**config.mk**
```make
export PLATFORM = sky130hd
export DESIGN_NAME = max7219_receiver
export DESIGN_NICKNAME = d
export VERILOG_FILES = /design/src/rtl/max7219_pkg.sv /design/src/rtl/sync_edge.sv /design/src/rtl/max7219_receiver.sv
export SDC_FILE = /design/constraint.sdc
export NUM_CORES = 1
export LEC_CHECK = 0
export CORE_UTILIZATION = 30
export DETAILED_ROUTE_END_ITERATION = 12
export GPL_TIMING_DRIVEN = 0
export PLACE_DENSITY = 0.54
export SLEW_MARGIN = 10
export SYNTH_ARGS = -nofsm -noshare
export SYNTH_HDL_FRONTEND = slang
export SYNTH_SLANG_ARGS = --single-unit
```
**constraint.sdc**
```tcl
create_clock -name i_clk -period 2.2 [get_ports i_clk]
set_input_delay 0.44 -clock i_clk [delete_from_list [all_inputs] [get_ports i_clk]]
set_output_delay 0.44 -clock i_clk [all_outputs]
set_load 0.05 [all_outputs]
```
**src/rtl/max7219_pkg.sv**
```systemverilog
// Shared MAX7219 register map and receiver state encoding.
// Reused by the transmitter-side drivers so both ends agree on addresses.
package max7219_pkg;

    localparam logic [3:0] NOOP         = 4'h0;
    localparam logic [3:0] DIGIT0       = 4'h1;
    localparam logic [3:0] DIGIT1       = 4'h2;
    localparam logic [3:0] DIGIT2       = 4'h3;
    localparam logic [3:0] DIGIT3       = 4'h4;
    localparam logic [3:0] DIGIT4       = 4'h5;
    localparam logic [3:0] DIGIT5       = 4'h6;
    localparam logic [3:0] DIGIT6       = 4'h7;
    localparam logic [3:0] DIGIT7       = 4'h8;
    localparam logic [3:0] DECODE_MODE  = 4'h9;
    localparam logic [3:0] INTENSITY    = 4'hA;
    localparam logic [3:0] SCAN_LIMIT   = 4'hB;
    localparam logic [3:0] SHUTDOWN     = 4'hC;
    localparam logic [3:0] DISPLAY_TEST = 4'hF;

    localparam int         FRAME_BITS = 16;
    localparam logic [4:0] CNT_MAX    = 5'd31;
    localparam logic [4:0] CNT_FRAME  = 5'd16;

    typedef enum logic {
        ST_IDLE  = 1'b0,
        ST_SHIFT = 1'b1
    } rx_state_t;

    // Bit counter saturates so over-long bursts still latch the last 16 bits.
    function automatic logic [4:0] sat_inc(input logic [4:0] value);
        return (value == CNT_MAX) ? value : value + 5'd1;
    endfunction

endpackage

```
**src/rtl/sync_edge.sv**
```systemverilog
// Multi-flop synchronizer followed by one edge-detect register.
// RESET_VAL matches the idle level of the line so reset release makes no edge.
module sync_edge #(
    parameter int   SYNC_STAGES = 2,
    parameter logic RESET_VAL   = 1'b0
) (
    input  logic i_clk,
    input  logic i_reset,
    input  logic i_async,
    output logic o_level,
    output logic o_rise,
    output logic o_fall
);

    logic [SYNC_STAGES-1:0] sync_reg;
    logic                   prev_reg;

    always_ff @(posedge i_clk) begin
        if (i_reset) begin
            sync_reg <= {SYNC_STAGES{RESET_VAL}};
            prev_reg <= RESET_VAL;
        end else begin
            sync_reg <= {sync_reg[SYNC_STAGES-2:0], i_async};
            prev_reg <= sync_reg[SYNC_STAGES-1];
        end
    end

    assign o_level = sync_reg[SYNC_STAGES-1];
    assign o_rise  = sync_reg[SYNC_STAGES-1] & ~prev_reg;
    assign o_fall  = ~sync_reg[SYNC_STAGES-1] & prev_reg;

endmodule

```
**src/rtl/max7219_receiver.sv**
```systemverilog
// MAX7219-compatible serial receiver decoding frames into display registers.
// Define MAX7219_RECEIVER_DOUT_EN to add the o_serial_dout daisy-chain output.
module max7219_receiver
    import max7219_pkg::*;
#(
    parameter int SYNC_STAGES = 2
) (
    input  logic        i_clk,
    input  logic        i_reset,
    input  logic        i_serial_din,
    input  logic        i_serial_clk,
    input  logic        i_serial_load,
`ifdef MAX7219_RECEIVER_DOUT_EN
    output logic        o_serial_dout,
`endif
    output logic        o_valid,
    output logic [3:0]  o_addr,
    output logic [7:0]  o_data,
    output logic        o_frame_err,
    output logic [63:0] o_digits,
    output logic [7:0]  o_decode_mode,
    output logic [3:0]  o_intensity,
    output logic [2:0]  o_scan_limit,
    output logic        o_shutdown_n,
    output logic        o_display_test
);

    logic din_level, din_rise, din_fall;
    logic clk_level, clk_rise, clk_fall;
    logic load_level, load_rise, load_fall;

    sync_edge #(.SYNC_STAGES(SYNC_STAGES), .RESET_VAL(1'b0)) u_sync_din (
        .i_clk(i_clk), .i_reset(i_reset), .i_async(i_serial_din),
        .o_level(din_level), .o_rise(din_rise), .o_fall(din_fall)
    );

    sync_edge #(.SYNC_STAGES(SYNC_STAGES), .RESET_VAL(1'b0)) u_sync_clk (
        .i_clk(i_clk), .i_reset(i_reset), .i_async(i_serial_clk),
        .o_level(clk_level), .o_rise(clk_rise), .o_fall(clk_fall)
    );

    sync_edge #(.SYNC_STAGES(SYNC_STAGES), .RESET_VAL(1'b1)) u_sync_load (
        .i_clk(i_clk), .i_reset(i_reset), .i_async(i_serial_load),
        .o_level(load_level), .o_rise(load_rise), .o_fall(load_fall)
    );

    rx_state_t   state_reg, state_next;
    logic [4:0]  cnt_reg, cnt_shift;
    logic [15:0] sr_reg, sr_shift;
    logic        shift_now, frame_ok, frame_bad;
    logic [3:0]  wr_addr;
    logic [7:0]  wr_data;

    // A coincident clock edge is shifted before the load edge is judged.
    assign shift_now = (state_reg == ST_SHIFT) && clk_rise;
    assign cnt_shift = shift_now ? sat_inc(cnt_reg) : cnt_reg;
    assign sr_shift  = shift_now ? {sr_reg[14:0], din_level} : sr_reg;
    assign wr_addr   = sr_shift[11:8];
    assign wr_data   = sr_shift[7:0];

    always_ff @(posedge i_clk) begin
        if (i_reset) begin
            state_reg <= ST_IDLE;
        end else begin
            state_reg <= state_next;
        end
    end

    always_comb begin
        state_next = state_reg;
        case (state_reg)
            ST_IDLE:  if (load_fall) state_next = ST_SHIFT;
            ST_SHIFT: if (load_rise) state_next = ST_IDLE;
            default:  state_next = ST_IDLE;
        endcase
    end

    always_comb begin
        frame_ok  = 1'b0;
        frame_bad = 1'b0;
        if (state_reg == ST_SHIFT && load_rise) begin
            frame_ok  = (cnt_shift >= CNT_FRAME);
            frame_bad = (cnt_shift <  CNT_FRAME);
        end
    end

    logic       valid_reg, err_reg, shutdown_reg, test_reg;
    logic [3:0] addr_reg, intensity_reg;
    logic [7:0] data_reg, decode_reg;
    logic [2:0] scan_reg;

    always_ff @(posedge i_clk) begin
        if (i_reset) begin
            cnt_reg       <= '0;
            sr_reg        <= '0;
            valid_reg     <= 1'b0;
            err_reg       <= 1'b0;
            addr_reg      <= '0;
            data_reg      <= '0;
            decode_reg    <= '0;
            intensity_reg <= '0;
            scan_reg      <= '0;
            shutdown_reg  <= 1'b0;
            test_reg      <= 1'b0;
        end else begin
            cnt_reg   <= (state_reg == ST_IDLE && load_fall) ? 5'd0 : cnt_shift;
            sr_reg    <= sr_shift;
            valid_reg <= frame_ok;
            err_reg   <= frame_bad;
            if (frame_ok) begin
                addr_reg <= wr_addr;
                data_reg <= wr_data;
                case (wr_addr)
                    DECODE_MODE:  decode_reg    <= wr_data;
                    INTENSITY:    intensity_reg <= wr_data[3:0];
                    SCAN_LIMIT:   scan_reg      <= wr_data[2:0];
                    SHUTDOWN:     shutdown_reg  <= wr_data[0];
                    DISPLAY_TEST: test_reg      <= wr_data[0];
                    default:      ;
                endcase
            end
        end
    end

    genvar gi;
    generate
        for (gi = 0; gi < 8; gi++) begin : g_digit
            logic [7:0] digit_reg;
            always_ff @(posedge i_clk) begin
                if (i_reset) begin
                    digit_reg <= '0;
                end else if (frame_ok && wr_addr == DIGIT0 + 4'(gi)) begin
                    digit_reg <= wr_data;
                end
            end
            assign o_digits[8*gi+7 -: 8] = digit_reg;
        end
    endgenerate

    assign o_valid        = valid_reg;
    assign o_frame_err    = err_reg;
    assign o_addr         = addr_reg;
    assign o_data         = data_reg;
    assign o_decode_mode  = decode_reg;
    assign o_intensity    = intensity_reg;
    assign o_scan_limit   = scan_reg;
    assign o_shutdown_n   = shutdown_reg;
    assign o_display_test = test_reg;

`ifdef MAX7219_RECEIVER_DOUT_EN
    assign o_serial_dout = sr_reg[15];
    wire unused_ok = &{1'b0, din_rise, din_fall, clk_level, clk_fall, load_level};
`else
    wire unused_ok = &{1'b0, din_rise, din_fall, clk_level, clk_fall, load_level, sr_reg[15]};
`endif

endmodule

```
-- After elaboration in Yosys (flattened, before gate mapping)
Cells that the tools add are included.
- memory bits (read-only): 0
- bits in writable memories: 0
- memories: 0
- output and inout bits: 95
- word-level logic and storage cells: 75
- input port bits: 5
- bits in latches: 0
- register bits: 121
- multiplexer cells: 7
- shifts and indexed selects: 0
- magnitude comparators: 2
- div/mod/pow operators: 0
- bitwise logic cells: 8
- add/subtract/negate cells: 1
- reduce and logical (&&, ||, !) cells: 18
- multiply operators: 0
- equal/unequal tests: 14
- operators with widths (operator ; count):
    == test 4 bit, second input constant ; 6
    == test 4 x 3 -> 1 bit, second input constant ; 4
    two-way mux 12 bit ; 1
    logical AND 1 bit ; 11
    two-way mux 5 bit ; 2
    AND reduction 2 bit ; 5
    == test 4 x 2 -> 1 bit, second input constant ; 2
    adder 5 x 1 -> 5 bit, second input constant ; 1
    == test 5 bit, second input constant ; 1
    greater-or-equal comparator 5 bit, second input constant ; 1
    < comparator 5 bit, second input constant ; 1
    NOT 1 bit ; 5
    == test 4 x 1 -> 1 bit, second input constant ; 1
    OR reduction 2 bit ; 2
    bitwise AND 1 bit ; 3
    two-way mux 1 bit ; 3
    one-hot mux 1 bit (2 select lines) ; 1

-- Longest topological paths before layout
Gate-level depths: netlist of the first run.
- depth after elaboration: 7
- mapped depth: 7
- depth with buffers taken out: 6

-- Cells and area by module
A second synthesis of the first run with hierarchy kept.
- cells, all modules: 450
- area total of the unflattened synthesis: 4794.6 um^2
- modules (own cells, without submodules) (module ; area an instance (um^2) ; seq. area each (um^2) ; times used ; cells an instance):
    max7219_receiver ; 4519.3 ; 2262.2 ; 1 ; 426
    sync_edge at u_sync_clk ... ; 91.3 ; 60.1 ; 2 ; 8
    sync_edge at u_sync_load ; 92.6 ; 60.1 ; 1 ; 8

-- Worst setup path before layout of the first run
No wires, ideal clock.
- kind: reg2reg
- start: reg u_sync_clk.prev_reg
- end: reg g_digit[7].digit_reg[4]
- data required time: 2.128 ns
- cell stages (with the launch flop): 7
- arrival time: 1.698 ns
- path slack: 0.430 ns
- clock period less this slack: 1.770 ns
- library setup time: 0.072 ns
- buffers on the path: 1
- cells stage by stage: dfxtp_1 > nand3b_2 > mux2i_4 > nor3b_4 > and3_1 > buf_6 > mux2i_1
- word-level cells in the longest chain between the ends: 7
- elaborated cells between the ends (all ways): 9
- those cells by class: order compare: 1; eq/ne: 1; mux: 3; bitwise: 2; reduce/logical: 2
- RTL lines (what ; RTL line ; RTL):
    start: declaration ; sync_edge.sv:16 ; logic prev_reg;
    start signal: assignment ; sync_edge.sv:24 ; prev_reg <= sync_reg[SYNC_STAGES-1];
    NOT 1 bit (*) ; sync_edge.sv:29 ; assign o_rise = sync_reg[SYNC_STAGES-1] & ~prev_reg;
    bitwise AND 1 bit (*) ; sync_edge.sv:29 ;
    logical AND 1 bit (*) ; max7219_receiver.sv:55 ; assign shift_now = (state_reg == ST_SHIFT) && clk_rise;
    two-way mux 5 bit ; max7219_receiver.sv:56 ; assign cnt_shift = shift_now ? sat_inc(cnt_reg) : cnt_reg;
    greater-or-equal comparator 5 bit ; max7219_receiver.sv:82 ; frame_ok = (cnt_shift >= CNT_FRAME);
    two-way mux 1 bit ; max7219_receiver.sv:81 ; if (state_reg == ST_SHIFT && load_rise) begin
    logical AND 1 bit ; max7219_receiver.sv:132 ; end else if (frame_ok && wr_addr == DIGIT0 + 4'(gi)) begin
    end signal: assignment ; max7219_receiver.sv:133 ; digit_reg <= wr_data;
    end: declaration ; max7219_receiver.sv:128 ; logic [7:0] digit_reg;
Mark *: on every way between the ends. The rest lies on a longest branch, timed or not.
A chain may end at the register's enable or synchronous reset.

-- Worst setup path after layout of the first run
- start: reg state_reg
- end: reg g_digit[7].digit_reg[7]
- word-level cells in the longest chain between the ends: 5
- elaborated cells between the ends (all ways): 8
- those cells by class: order compare: 1; eq/ne: 1; mux: 3; reduce/logical: 3
- RTL lines (what ; RTL line ; RTL):
    start: declaration ; max7219_receiver.sv:47 ; rx_state_t state_reg, state_next;
    start signal: assignment ; max7219_receiver.sv:65 ; state_reg <= state_next;
    logical AND 1 bit ; max7219_receiver.sv:55 ;
    two-way mux 5 bit ; max7219_receiver.sv:56 ;
    greater-or-equal comparator 5 bit ; max7219_receiver.sv:82 ;
    two-way mux 1 bit ; max7219_receiver.sv:81 ;
    logical AND 1 bit ; max7219_receiver.sv:132 ;
Parallel ways exist; a longest one is shown, timed or not.

==> metrics.md, run 1 <==
| Metric | Value |
|---|---|
| Die Wd | `126.9 µm` |
| Final antenna-violating net count | `0` |
| CTS tree | `yes` |
| Leading cell type in the layout, fill and taps excluded | `dfxtp_1` |
| Outcome | `complete, no violations` |
| GRT Resource Usage Total | `16.22%` |
| Post-DP Area | `5893 µm²` |
| NumNets Final | `547` |
| Flop pwr share | `41.4%` |
| Max-slew violations | `0` |
| Worst Setup Start Kind | `flop` |
| Slew @ Worst Pin | `0.5682 ns` |
| Final instance area | `6554 µm²` |
| Min Tclk post-route | `2.038 ns` |
| Switch Pwr | `1.008 mW` |
| Total power draw | `5.322 mW` |
| Hold Path Class | `reg2reg` |
| Mapped cell area | `4677 µm²` |
| Max IR drop VDD | `0.5067 mV` |
| Internal power | `4.314 mW` |
| Worst hold margin | `0.4111 ns` |
| Chip Height | `126.9 µm` |
| Post-layout util | `43.11%` |
| Data arrival, critical path | `2.38 ns` |
| Via count of the first global-routing pass | `3467` |
| Crit end category | `flop` |
| Max Clock Skew | `0.008299 ns` |
| CTS Buffer Depth | `2` |
| Most frequent cells in the layout | `121 x dfxtp_1, 98 x clkdlybuf4s50_1, 93 x mux2i_1` |
| Finish-stage setup viols | `0` |
| Max-cap violations | `0` |
| DR iter-0 viols | `151` |
| Fin crit share | `92.64%` |
| Initial antenna violation count | `0` |
| Multi-input logic area | `2106 µm²` |
| Syn Area/Cell | `10.95 µm²` |
| Post-synthesis cell count | `427` |
| ANT cells | `0` |
| Core ar. | `15200 µm²` |
| Drt wl/cell | `16.47 µm` |
| Comb pwr share | `1.4%` |
| Register Area | `2422 µm²` |
| Final Hold Viols | `0` |
| Clock slew at reported path FFs | `0.05 ns` |
| Fill cells | `1450` |
| I/O pin count | `100` |
| DRC | `0` |
| Total grt overflow | `0` |
| Syn Nets | `433` |
| First-pass GRT wire length | `19.26 mm` |
| Via density | `4.489` |
| H-tree depth | `4` |
| First-pass detailed-route iteration total | `4` |
| Num CTS Buffers | `17` |
| F_max | `0.4906 GHz` |
| CP Class | `reg2reg` |
| Synth unique cells | `39` |
| Via count | `3331` |
| Clock group share of total power | `57.1%` |
| Die area | `16090 µm²` |
| Worst skew pair latency | `0.42 ns` |
| Max FFs per register | `64` |
| Initial core utilization | `30.77%` |
| Root buf cell | `clkbuf_16` |
| Clock sinks | `121` |
| Share of the yosys chip area belonging to registers | `51.79%` |
| Share of cells above drive strength 1 | `11.91%` |
| Synth-to-layout area growth | `40.13%` |
| Pwr Density | `812.0 nW/µm²` |
| GPL Wtd Cong | `0.7134` |
| DP HPWL | `8.425 mm` |
| Switching share of power | `18.94%` |
| Synth warnings | `0` |
| Critical path required time | `2.54 ns` |
| #FFs+latches synth | `121` |
| I/O Buffers | `98` |
| Critical Path Fanout Max | `8` |
| Rel. slew slack | `62.00%` |
| Largest net degree at the start of global routing | `17` |
| Unrepaired setup endpoints after global routing | `false` |
| Row cnt | `45` |
| Leak Pwr | `2.772 nW` |
| Final wirelength | `12.22 mm` |
-- worst max-delay path, cell delays in order, from the launching register on --
cell and delay [ns]:
dfxtp_1 0.41, nand3b_2 0.17, mux2i_4 0.33, nor3b_4 0.40
and3_1 0.27, buf_6 0.18, mux2i_1 0.20
-- path summary, 6_finish.rpt --
check / start / to / slack, ns / cells past startpoint
min: u_sync_load.sync_reg[0] / u_sync_load.sync_reg[1] / 0.41 / 1
max reg2reg: state_reg / g_digit[7].digit_reg[7] / 0.16 / 6
max: state_reg / g_digit[7].digit_reg[7] / 0.16 / 6
min reg2reg: u_sync_load.sync_reg[0] / u_sync_load.sync_reg[1] / 0.41 / 1
-- logic make-up after synthesis --
kind of cell / synth area share, %
simple gates: 20.31
flops: 51.79
mux: 20.84
buf+inv: 3.424
compound gates: 2.809
xor+xnor: 0.5619
fa+ha+maj: 0.2675
-- power groups by stage --
stage	clock, mW	combinational (mW)	sequential [mW]
floorplan	0	0.0538	2.25
global placement	0	0.0760	2.25
detailed placement	0	0.0776	2.25
CTS	3.09	0.0785	2.20
global route	3.20	0.0848	2.20
finish	3.04	0.0768	2.20
-- final cells by class --
class                           instances  share of cell area (%)
Clock inverter                          6                   2.024
Inverter                                9                  0.5155
Clock buffer                           26                   7.923
Sequential cell                       121                   36.96
Multi-Input combinational cell        269                   32.13
Tap cell                              188                   3.589
Timing Repair Buffer                   99                   15.08
Buffer                                 24                   1.775
-- cells in the mapped netlist (all sizes together) --
cell type	count	share of area, %
nor3b	2	0.56
xnor2	1	0.19
dfxtp	121	52
buf	5	0.86
o21bai	1	0.16
and3	3	0.40
nor2b	6	0.80
a211oi	11	1.8
or2	11	1.5
a21oi	3	0.56
nand3b	4	0.72
o21ai	3	0.32
and2b	1	0.16
clkbuf	23	1.8
nand4	1	0.13
inv	9	0.72
mux2i	95	21
nand3	7	1.4
nand2b	83	11
nor2	23	2.1
mux2	1	0.24
xor2	2	0.37
nand2	6	0.59
and3b	1	0.19
nor4	1	0.45
nor3	2	0.21
ha	1	0.27
-- through the flow --
stage	setup TNS, ns	setup slack (ns)	std cells
floorplan	0	0.4305	427
global placement	-1.742	-0.08347	713
detailed placement	-5.079	-0.1390	713
CTS	0	0.04559	745
global route	0	0.009261	742
finish	0	0.1618	742
-- metal layers --
metal | global-route usage (%) | up-vias | part of all wire, % | wire [µm]
met5 | 0 | - | 0 | 0
met4 | 7.353 | 0 | 2.1 | 258
met3 | 5.905 | 23 | 5.3 | 644
met2 | 25.99 | 74 | 47 | 5733
met1 | 19.40 | 1585 | 46 | 5584
li1 | - | 1649 | - | -
-- what timing repair did --
item                       in CTS  in global routing
resized for setup               1                  8
setup endpoints to repair       9                 43
buffers inserted                0                  1
hold buffers                    0                  0
Power figures use the tool's default switching activity.
==> run 2: changes to the inputs <==
CORE_UTILIZATION = 46   (was 30)
PLACE_DENSITY = 0.75   (was 0.54)
==> run 2 against run 1 <==
First-iteration DRC count down 34%. Highest routed layer unchanged. Non-clock buffer count is 3 higher. Register-to-register slack got worse by 0.03 ns. Total power fell by 2.8%.
==> metrics.md, run 2 (same netlist as run 1, synthesis figures left out) <==
| Metric | Value |
|---|---|
| Min Tclk post-route | `2.143 ns` |
| CP cell instances | `clkdlybuf4s50_1` |
| Via count of the first global-routing pass | `3480` |
| F_max | `0.4666 GHz` |
| Synth-to-layout area growth | `38.20%` |
| First-pass detailed-route iteration total | `4` |
| Unrepaired setup endpoints after global routing | `false` |
| Flop pwr share | `42.6%` |
| CP max-delay cell | `clkdlybuf4s50_1` |
| Chip Height | `102.8 µm` |
| Switch Pwr | `1.060 mW` |
| TNS Setup | `0 ns` |
| CP Class | `reg2out` |
| I/O Buffers | `98` |
| Max Clock Skew | `0.01116 ns` |
| Finish-stage setup viols | `0` |
| Pwr Density | `800.2 nW/µm²` |
| NumNets Final | `550` |
| Via density | `4.962` |
| Max FFs per register | `64` |
| Total power draw | `5.172 mW` |
| Initial antenna violation count | `0` |
| Row cnt | `36` |
| Root buf cell | `clkbuf_8` |
| GPL Wtd Cong | `0.7610` |
| Outcome | `complete, no violations` |
| Drt wl/cell | `16.12 µm` |
| Crit-path leading delay family | `buffers and inverters` |
| Logic depth of the worst path, buffers included | `1` |
| Critical path required time | `1.76 ns` |
| GRT Resource Usage Total | `22.72%` |
| Worst Setup Start Kind | `flop` |
| Fin crit share | `97.42%` |
| Share of cells above drive strength 1 | `12.03%` |
| Largest net degree at the start of global routing | `17` |
| Fill cells | `845` |
| Leak Pwr | `2.772 nW` |
| Num CTS Buffers | `17` |
| Critical Path Fanout Max | `2` |
| Clock slew at reported path FFs | `0.06 ns` |
| Hold Path Class | `reg2reg` |
| Max IR drop VDD | `0.5358 mV` |
| Rel. slew slack | `50.34%` |
| Die area | `10580 µm²` |
| Clock sinks | `121` |
| Worst hold margin | `0.4138 ns` |
| Most frequent cells in the layout | `121 x dfxtp_1, 97 x clkdlybuf4s50_1, 93 x mux2i_1` |
| Final antenna-violating net count | `0` |
| Cell count of the worst reg-to-reg path | `6` |
| Max-cap violations | `0` |
| DR iter-0 viols | `99` |
| First-pass GRT wire length | `17.67 mm` |
| Total grt overflow | `0` |
| Die Wd | `102.8 µm` |
| Final wirelength | `11.13 mm` |
| Final Hold Viols | `0` |
| Initial core utilization | `47.63%` |
| Clock group share of total power | `55.9%` |
| DRC | `0` |
| Slew @ Worst Pin | `0.7450 ns` |
| Via count | `3424` |
| Switching share of power | `20.50%` |
| Crit end category | `output pin` |
| ANT cells | `0` |
| H-tree depth | `4` |
| Data arrival, critical path | `1.70 ns` |
| Leading cell type in the layout, fill and taps excluded | `dfxtp_1` |
| Worst skew pair latency | `0.52 ns` |
| Worst hold path depth | `1` |
| Core ar. | `9819 µm²` |
| I/O pin count | `100` |
| DP HPWL | `7.611 mm` |
| CTS tree | `yes` |
| Max-slew violations | `0` |
| Comb pwr share | `1.5%` |
| CTS Buffer Depth | `2` |
| CP Buf/Inv Count | `1` |
| Internal power | `4.112 mW` |
| # hold bufs at CTS | `0` |
| Largest stage delay, worst path | `0.82 ns` |
run 2: cell count changes in the layout (fill, tap and decap cells not counted), sizes merged:
cell	change
clkinv	+4
clkbuf	-6
clkdlybuf4s50	-1
inv	+2
dlymetal6s2s	+1
buf	+1
clkinvlp	+2
run 2: worst paths after layout:
kind / start / to / slack (ns)
worst max-delay path: g_digit[3].digit_reg[7] / o_digits[31] / 0.06
worst min register to register: u_sync_load.sync_reg[0] / u_sync_load.sync_reg[1] / 0.41
worst min-delay path: u_sync_load.sync_reg[0] / u_sync_load.sync_reg[1] / 0.41
worst max register to register: state_reg / o_decode_mode[3] / 0.13
run 2: cell type report:
class	instances	area, µm²	share of cell area (%)
buffer	26	120.1	1.858
tap	133	166.4	2.575
clock inverter	14	196.4	3.039
sequential	121	2422	37.48
timing repair buffer	100	998.5	15.45
inverter	9	33.78	0.5226
multi-input combinational	269	2098	32.46
clock buffer	18	427.9	6.620
run 2: through the flow:
step           instance area [µm²]  worst slack [ns]  utilization, %  instances
2_1_floorplan                 4677            0.4305               -        427
3_3_place_gp                  5824          -0.03143           59.31        658
3_5_place_dp                  5824          -0.03043           59.31        658
4_1_cts                       6450           0.05024           65.69        690
5_1_grt                       6464          0.003607           65.83        690
6_report                      6464           0.05682           65.83        690
run 2: timing repair:
action	4_1_cts	5_1_grt
endpoints found under the setup margin	2	28
buffers inserted	0	2
pin swaps	0	0
endpoints found under the hold margin	0	0
resized for setup	1	2
run 2: power groups by stage:
| stage | clock (mW) | sequential [mW] | combinational (mW) |
|---|---|---|---|
| finish | 2.89 | 2.20 | 0.0756 |
| global route | 3.01 | 2.20 | 0.0834 |
| CTS | 2.92 | 2.20 | 0.0761 |
| detailed placement | 0 | 2.25 | 0.0751 |
| global placement | 0 | 2.25 | 0.0740 |
| floorplan | 0 | 2.25 | 0.0538 |
run 2: routing by layer:
metal	vias to the layer above	global-route usage, %	wire, µm
li1	1659	-	-
met1	1671	27.83	4942
met2	76	37.69	5545
met3	18	6.915	475
met4	0	8.451	161
met5	-	0	0
